## config.mk

```make
export PLATFORM = sky130hd
export DESIGN_NAME = dbg_uart_ctrl
export DESIGN_NICKNAME = d
export VERILOG_FILES = /design/src/rtl/dbg_uart_ctrl.sv
export SDC_FILE = /design/constraint.sdc
export NUM_CORES = 1
export LEC_CHECK = 0
export CAP_MARGIN = 20
export CORE_MARGIN = 2
export CORE_UTILIZATION = 42
export CTS_CLUSTER_SIZE = 28
export DETAILED_ROUTE_END_ITERATION = 8
export PLACE_DENSITY = 0.7
export SYNTH_ARGS = -nofsm -noshare
export SYNTH_HDL_FRONTEND = slang
export SYNTH_SLANG_ARGS = --single-unit
export TNS_END_PERCENT = 50
```

## constraint.sdc

```tcl
create_clock -name clk -period 1.98 [get_ports clk]
set_input_delay 0.198 -clock clk [delete_from_list [all_inputs] [get_ports clk]]
set_output_delay 0.198 -clock clk [all_outputs]
set_load 0.005 [all_outputs]
```

## src/rtl/dbg_uart_ctrl.sv

```systemverilog
// -----------------------------------------------------------------------------
// dbg_uart_ctrl
//
// Debug command controller that sits between the UART byte stream and the
// pipeline debug taps.
//
// Function:
//   * Decodes single-byte commands from the UART receiver:
//       0x72 'r' run, 0x68 'h' halt, 0x73 's' single step, 0x64 'd' dump.
//     Any other byte is ignored.
//   * Gates the CPU clock enable from a run flag and a one-cycle step pulse.
//   * Sequences a framed dump of NUM_WORDS 32-bit debug words to the UART
//     transmitter:
//       HDR, word0[31:24], word0[23:16], ..., word(N-1)[7:0], TRL
//     for a total of 4*NUM_WORDS+2 bytes.
//
// Transmit handshake (single outstanding byte):
//   tx_start is a one-cycle pulse that asks the transmitter to load tx_data.
//   After a pulse, no further tx_start is issued until the transmitter returns
//   a tx_done_tick for that byte. tx_data is held constant from the tx_start
//   cycle up to and including the tx_done_tick cycle. A tx_done_tick that
//   arrives while no byte is outstanding is ignored.
//
// Ports:
//   clk          in   system clock
//   reset        in   asynchronous reset, active-low
//   rx_data      in   [7:0]  received byte, valid while rx_done_tick=1
//   rx_done_tick in   one-cycle pulse per received byte
//   tx_data      out  [7:0]  byte to transmit
//   tx_start     out  one-cycle pulse, transmitter loads tx_data
//   tx_done_tick in   one-cycle pulse, transmitter finished the byte
//   dbg_sel      out  [ADDR_W-1:0]  debug word select to the tap mux
//   dbg_word     in   [31:0] selected debug word, combinational from dbg_sel
//   cpu_clk_en   out  pipeline clock enable (registered)
//   dump_busy    out  high while a dump frame is in progress
//   fsm_state    out  [2:0]  current dump FSM state, for observation only
// -----------------------------------------------------------------------------
module dbg_uart_ctrl #(
    parameter int          NUM_WORDS = 64,
    parameter int          ADDR_W    = 6,
    parameter logic [7:0]  HDR       = 8'hA5,
    parameter logic [7:0]  TRL       = 8'h5A
) (
    input  logic              clk,
    input  logic              reset,
    input  logic [7:0]        rx_data,
    input  logic              rx_done_tick,
    output logic [7:0]        tx_data,
    output logic              tx_start,
    input  logic              tx_done_tick,
    output logic [ADDR_W-1:0] dbg_sel,
    input  logic [31:0]       dbg_word,
    output logic              cpu_clk_en,
    output logic              dump_busy,
    output logic [2:0]        fsm_state
);

    // -------------------------------------------------------------------------
    // Constants
    // -------------------------------------------------------------------------
    localparam logic [7:0] CMD_RUN  = 8'h72;
    localparam logic [7:0] CMD_HALT = 8'h68;
    localparam logic [7:0] CMD_STEP = 8'h73;
    localparam logic [7:0] CMD_DUMP = 8'h64;

    // Index of the last word, one bit wider than dbg_sel so that
    // NUM_WORDS = 2**ADDR_W is represented without truncation.
    localparam logic [ADDR_W:0] LAST_SEL = (ADDR_W + 1)'(NUM_WORDS - 1);

    typedef enum logic [2:0] {
        S_IDLE      = 3'd0,
        S_HDR_TX    = 3'd1,
        S_WAIT      = 3'd2,
        S_LATCH     = 3'd3,
        S_BYTE_TX   = 3'd4,
        S_TRL_TX    = 3'd5,
        S_DONE_WAIT = 3'd6
    } state_t;

    // -------------------------------------------------------------------------
    // Command decode
    // -------------------------------------------------------------------------
    logic cmd_run;
    logic cmd_halt;
    logic cmd_step;
    logic cmd_dump;

    assign cmd_run  = rx_done_tick && (rx_data == CMD_RUN);
    assign cmd_halt = rx_done_tick && (rx_data == CMD_HALT);
    assign cmd_step = rx_done_tick && (rx_data == CMD_STEP);
    assign cmd_dump = rx_done_tick && (rx_data == CMD_DUMP);

    // -------------------------------------------------------------------------
    // Run / halt / step control
    // -------------------------------------------------------------------------
    logic run_q;
    logic run_d;
    logic step_q;      // high during the single cycle of an issued step
    logic step_fire;

    always_comb begin
        run_d = run_q;
        if (cmd_run) begin
            run_d = 1'b1;
        end else if (cmd_halt) begin
            run_d = 1'b0;
        end
    end

    // A step is only honoured while halted and when the previous step pulse
    // has already ended, so back-to-back 's' bytes give one pulse each at
    // most and never stretch the enable.
    assign step_fire = cmd_step && !run_q && !step_q;

    always_ff @(posedge clk or negedge reset) begin
        if (!reset) begin
            run_q      <= 1'b0;
            step_q     <= 1'b0;
            cpu_clk_en <= 1'b0;
        end else begin
            run_q      <= run_d;
            step_q     <= step_fire;
            cpu_clk_en <= run_d | step_fire;
        end
    end

    // -------------------------------------------------------------------------
    // Dump FSM: state register
    // -------------------------------------------------------------------------
    state_t state_q;
    state_t state_d;

    always_ff @(posedge clk or negedge reset) begin
        if (!reset) begin
            state_q <= S_IDLE;
        end else begin
            state_q <= state_d;
        end
    end

    // -------------------------------------------------------------------------
    // Dump datapath
    // -------------------------------------------------------------------------
    logic        hdr_pend_q;  // the byte in flight is the header
    logic [1:0]  idx_q;       // byte index within the current word, 0 = MSB
    logic [31:0] shadow_q;    // snapshot of the word being sent
    logic        last_word;
    logic [7:0]  cur_byte;

    assign last_word = ({1'b0, dbg_sel} == LAST_SEL);

    always_comb begin
        cur_byte = 8'h00;
        case (idx_q)
            2'd0: cur_byte = shadow_q[31:24];
            2'd1: cur_byte = shadow_q[23:16];
            2'd2: cur_byte = shadow_q[15:8];
            2'd3: cur_byte = shadow_q[7:0];
            default: cur_byte = 8'h00;
        endcase
    end

    always_ff @(posedge clk or negedge reset) begin
        if (!reset) begin
            hdr_pend_q <= 1'b0;
            idx_q      <= 2'd0;
            shadow_q   <= 32'h0;
            dbg_sel    <= '0;
        end else begin
            case (state_q)
                S_HDR_TX: begin
                    hdr_pend_q <= 1'b1;
                end
                S_LATCH: begin
                    // dbg_sel was settled in the previous cycle, so the tap
                    // mux output is stable here.
                    shadow_q <= dbg_word;
                    idx_q    <= 2'd0;
                end
                S_BYTE_TX: begin
                    hdr_pend_q <= 1'b0;
                end
                S_WAIT: begin
                    if (tx_done_tick) begin
                        if (hdr_pend_q) begin
                            dbg_sel <= '0;
                        end else if (idx_q != 2'd3) begin
                            idx_q <= idx_q + 2'd1;
                        end else if (!last_word) begin
                            dbg_sel <= dbg_sel + 1'b1;
                        end
                    end
                end
                S_DONE_WAIT: begin
                    if (tx_done_tick) begin
                        dbg_sel <= '0;
                    end
                end
                default: begin
                end
            endcase
        end
    end

    // -------------------------------------------------------------------------
    // Dump FSM: next-state logic
    // -------------------------------------------------------------------------
    always_comb begin
        state_d = state_q;
        case (state_q)
            S_IDLE: begin
                if (cmd_dump) begin
                    state_d = S_HDR_TX;
                end
            end
            S_HDR_TX: begin
                state_d = S_WAIT;
            end
            S_WAIT: begin
                if (tx_done_tick) begin
                    if (hdr_pend_q) begin
                        state_d = S_LATCH;
                    end else if (idx_q != 2'd3) begin
                        state_d = S_BYTE_TX;
                    end else if (!last_word) begin
                        state_d = S_LATCH;
                    end else begin
                        state_d = S_TRL_TX;
                    end
                end
            end
            S_LATCH: begin
                state_d = S_BYTE_TX;
            end
            S_BYTE_TX: begin
                state_d = S_WAIT;
            end
            S_TRL_TX: begin
                state_d = S_DONE_WAIT;
            end
            S_DONE_WAIT: begin
                if (tx_done_tick) begin
                    state_d = S_IDLE;
                end
            end
            default: begin
                state_d = S_IDLE;
            end
        endcase
    end

    // -------------------------------------------------------------------------
    // Dump FSM: outputs
    // -------------------------------------------------------------------------
    // tx_data is decoded from registered state only; in WAIT the header flag,
    // byte index and shadow are all frozen, which keeps the byte steady until
    // tx_done_tick.
    always_comb begin
        tx_start  = 1'b0;
        tx_data   = 8'h00;
        dump_busy = (state_q != S_IDLE);
        case (state_q)
            S_HDR_TX: begin
                tx_start = 1'b1;
                tx_data  = HDR;
            end
            S_WAIT: begin
                tx_data = hdr_pend_q ? HDR : cur_byte;
            end
            S_BYTE_TX: begin
                tx_start = 1'b1;
                tx_data  = cur_byte;
            end
            S_TRL_TX: begin
                tx_start = 1'b1;
                tx_data  = TRL;
            end
            S_DONE_WAIT: begin
                tx_data = TRL;
            end
            default: begin
            end
        endcase
    end

    assign fsm_state = state_q;

endmodule

```

# After elaboration in Yosys (flattened, before gate mapping)
# Index checks and enable logic that the tools add are counted.
# word_totals
ff_bits	47
in_bits	44
# classes
addsub	2
n_eq_ne	22
muxes	24
bitwise_logic	1
n_reduce_logical	20
# op_table
operator	count
one-hot mux 8 bit (4 select lines)	2
== test 8 x 7 -> 1 bit, second input constant	4
2-to-1 mux 6 bit	5
2-to-1 mux 3 bit	6
one-hot mux 3 bit (6 select lines)	1
!= test 2 bit, second input constant	6
one-hot mux 6 bit (2 select lines)	1
== test 3 bit, second input constant	3
2-to-1 mux 8 bit	1
adder 6 x 1 -> 6 bit, second input constant	1
== test 3 x 2 -> 1 bit, second input constant	2
== test 6 bit, second input constant	1
logical AND 1 bit	6
2-to-1 mux 2 bit	3
!= test 3 bit, second input constant	2
nonzero test 2 bit	3
AND reduction 5 bit	1
== test 2 bit, second input constant	2
one-hot mux 2 bit (2 select lines)	1
AND reduction 4 bit	1
OR reduction 2 bit	2
== test 3 x 1 -> 1 bit, second input constant	1
logical NOT 3 bit	1
2-to-1 mux 1 bit	3
other kinds (9)	10

# Depth between registers and ports, before layout
# logic_depth
word_depth	6
depth_mapped	6

# Least setup slack after synthesis
# No wires, ideal clock.
# synth_timing
kind	register -> output
from	register idx_q[0]
to	output tx_data[0]
t_arrival_ps	1386
required_time_ps	1782
path_slack_ps	396
stages_incl_launch_ff	6
path_cell_list	dfrtp_1 > ha_1 > buf_2 > a222oi_1 > o21ai_0 > a21o_1
# synth_between
elab_chain_len	4
elab_cells_between_ends	7
# synth_lines
element	line	text
start, declared	145	logic [1:0] idx_q;
start signal, assigned	188	idx_q <= idx_q + 2'd1;
== test 2 bit (tied with other cells)	154	case (idx_q)
one-hot mux 8 bit (4 select lines) (*)	154	
2-to-1 mux 8 bit	268	tx_data = hdr_pend_q ? HDR : cur_byte;
one-hot mux 8 bit (4 select lines) (*)	262	case (state_q)
end, declared	48	output logic [7:0] tx_data,
# Mark *: on every way between the ends. The rest lies on a longest branch, timed or not.

# Worst setup path after layout
# layout_timing
from	register idx_q[0]
to	output tx_data[2]
# The elaborated chain is that of the path after synthesis.

==> out/metrics.cfg <==
[sta]
worstMarginPinSlew_ns=0.498
period_share_pct=102
grt_setup_unrepaired=true
tns_ns=-0.0725
slew_headroom_pct=66.6
hold_viol=0
timing.final.crit_period_ns=2.02
fmax_ghz=0.495
clock_skew_ns=0.0102
whs_ns=0.330
final.setup.worst_slack_ns=-0.0418
setup_violations=3
report.final.slew_viol_count=0

[yosys]
synthDistinctLibCells=42
syn_area_um2=2520
synth_nets=264
postSynthCellCount=215
synthArstFlopShare_pct=100
ys_seq_area_share_pct=46.7
yosys_warnings=0
ys_ff_latch=47
synth-edff-count=0
synth_ff_type=dfrtp_1
avgSynthCellArea_um2=11.7

[critical_path]
crit_fanout=8
worst_setup_path_end_kind=output pin
crit_path_cell_trace=buf_6 -> ha_4 -> a222oi_1 -> o21ai_1 -> a21o_1 -> clkdlybuf4s15_1
worstSetupPathType=reg -> out
required_ns=1.78
cp_data_arrival_time_ns=1.82
slowest_delay_ns=0.45
cp.buffers_inverters=2
critPathTopFamily=compound AO/OA/AOI/OAI gates
start_kind=flip-flop
crit_slowest_cell=dfrtp_2

[route]
vias_per_cell=5.23
detail_route.wl_per_cell_um=14.9
ant_nets=0
drcViolationCount=0
drtIter0Drc=131
via_count=1903
drt_wl_total_um=5440
drtPass1Iterations=4

[clock_network]
clk_latency_ns=0.30
cts-root-buf=clkbuf_8
cts_max_level=2
numCtsBuffers=5
cts_sinks=47
max-clock-path-buffers=2
cts_tree=built
clk_pin_slew_ns=0.09

[layout]
synthToLayoutAreaGrowth_pct=35.1
fin_util_pct=58.2
fillCellCount=500
regArea_um2=1180
num-nets-final=338
n_antenna_cell=0
final_cell_mix=clkdlybuf4s50_1 (54), dfrtp_1 (44), mux2_4 (30)
design_area_um2=3400
drive_gt1_share_pct=26.6
multiInputGateArea_um2=1290
layout_commonest_cell=clkdlybuf4s50_1

[floorplan]
die_y_um=81.5
die_area_um2=6640
die_x_um=81.5
ios=64
coreArea_um2=5850
placementRows=28
initial_core_util_pct=43.1

[run_status]
violations=negative setup slack
status=finished, violations left

[placement]
dp.final_hpwl_um=4080
portBuffers=63
gp_congestion=0.794
place_area_um2=3270

[power_and_ir_drop]
finalPower_mw=4.84
powerDensity_nw_per_um2=1420
leakagePower_nw=1.57
ir_drop_v=0.000553

[grt]
grt_pass1_wl_um=8890
track_usage_pct=17.6
grt_max_degree=33
grt_pass1_vias=1835
overflow=0
antenna_found_initial=0

[hold_path]
worstHoldPathType=in -> async

[run]
cap_violations=0

## metrics by stage
stage,cells,setup WS (ns)
3_5_place_dp,355,-0.106
4_1_cts,364,-0.0620
3_3_place_gp,355,-0.0275
5_1_grt,364,-0.154
2_1_floorplan,215,0.396
6_report,364,-0.0418
## cell type report
| type | count | area share [%] |
|---|---|---|
| Multi-Input combinational cell | 151 | 37.9 |
| Sequential cell | 47 | 34.7 |
| Timing Repair Buffer | 78 | 21.3 |
| Tap cell | 75 | 2.76 |
| Clock buffer | 6 | 2.43 |
| Inverter | 6 | 0.662 |
| Clock inverter | 1 | 0.257 |
## Yosys cell counts, types with 4 or more instances
cell      number  area (µm²)
a21oi_1        9        45.0
a21o_1         8        60.1
dfrtp_1       47        1180
inv_1          6        22.5
buf_6          5        56.3
clkbuf_1       4        15.0
mux2_4        30         450
o21ai_0       16        80.1
nand2_1       18        67.6
nor2_1         9        33.8
a222oi_1       8        80.1
nand2b_1       7        43.8
ha_1           5        62.6
## kinds of logic after synthesis
| logic type | count (synthesis) | synth area share (%) |
|---|---|---|
| multiplexers | 32 | 18.8 |
| adder cells (fa/ha/maj) | 5 | 2.48 |
| AND/OR/NAND/NOR | 57 | 12.4 |
| AO/OA/AOI/OAI | 57 | 15.5 |
| buffers and inverters | 17 | 4.12 |
| flip-flops | 47 | 46.7 |
## sequential cells by signal (all words and copies together), names as in the netlist
register	flops
cpu_clk_en	1
dbg_sel	6
fsm_state	3
hdr_pend_q	1
idx_q	2
run_q	1
shadow_q	32
step_q	1
## worst paths after layout
path | from | endpoint | slack, ns | depth (start not counted)
worst max register to register | idx_q[1]$_DFFE_PN0P_ | dbg_sel[3]$_DFFE_PN0P_ | 0.23 | 6
min in group clk | dbg_word[20] | shadow_q[20]$_DFFE_PN0P_ | 0.50 | 2
worst min register to register | shadow_q[29]$_DFFE_PN0P_ | shadow_q[29]$_DFFE_PN0P_ | 0.53 | 1
worst max-delay path | idx_q[0]$_DFFE_PN0P_ | tx_data[2] | -0.04 | 6
worst min-delay path | reset | hdr_pend_q$_DFFE_PN0P_ | 0.33 | 2
max in group asynchronous | reset | idx_q[1]$_DFFE_PN0P_ | 1.08 | 3
## timing repair
action,4_1_cts,5_1_grt
hold buffers,1,0
hold endpoints to repair,13,0
buffers inserted,1,0
endpoints found under the setup margin,9,9
pin swaps,24,2
gates resized for setup,47,4
## where the power goes
part	switching, mW	total [mW]	leakage, nW	internal [mW]
Combinational	0.985	2.50	0.958	1.52
Sequential	0.352	1.73	0.565	1.38
Clock	0.322	0.603	0.0477	0.281
Total	1.66	4.84	1.57	3.18
## per-layer routing
| layer | wire length (µm) | up-vias | share of wire [%] | track usage [%] |
|---|---|---|---|---|
| met1 | 2560 | 906 | 47 | 24.7 |
| met2 | 2560 | 49 | 47 | 27.1 |
| met3 | 238 | 6 | 4.4 | 3.52 |
| met5 | 0 | - | 0 | 0 |
| met4 | 78 | 0 | 1.4 | 6.44 |
| li1 | - | 942 | - | - |
(Power assumes the default switching activity.)
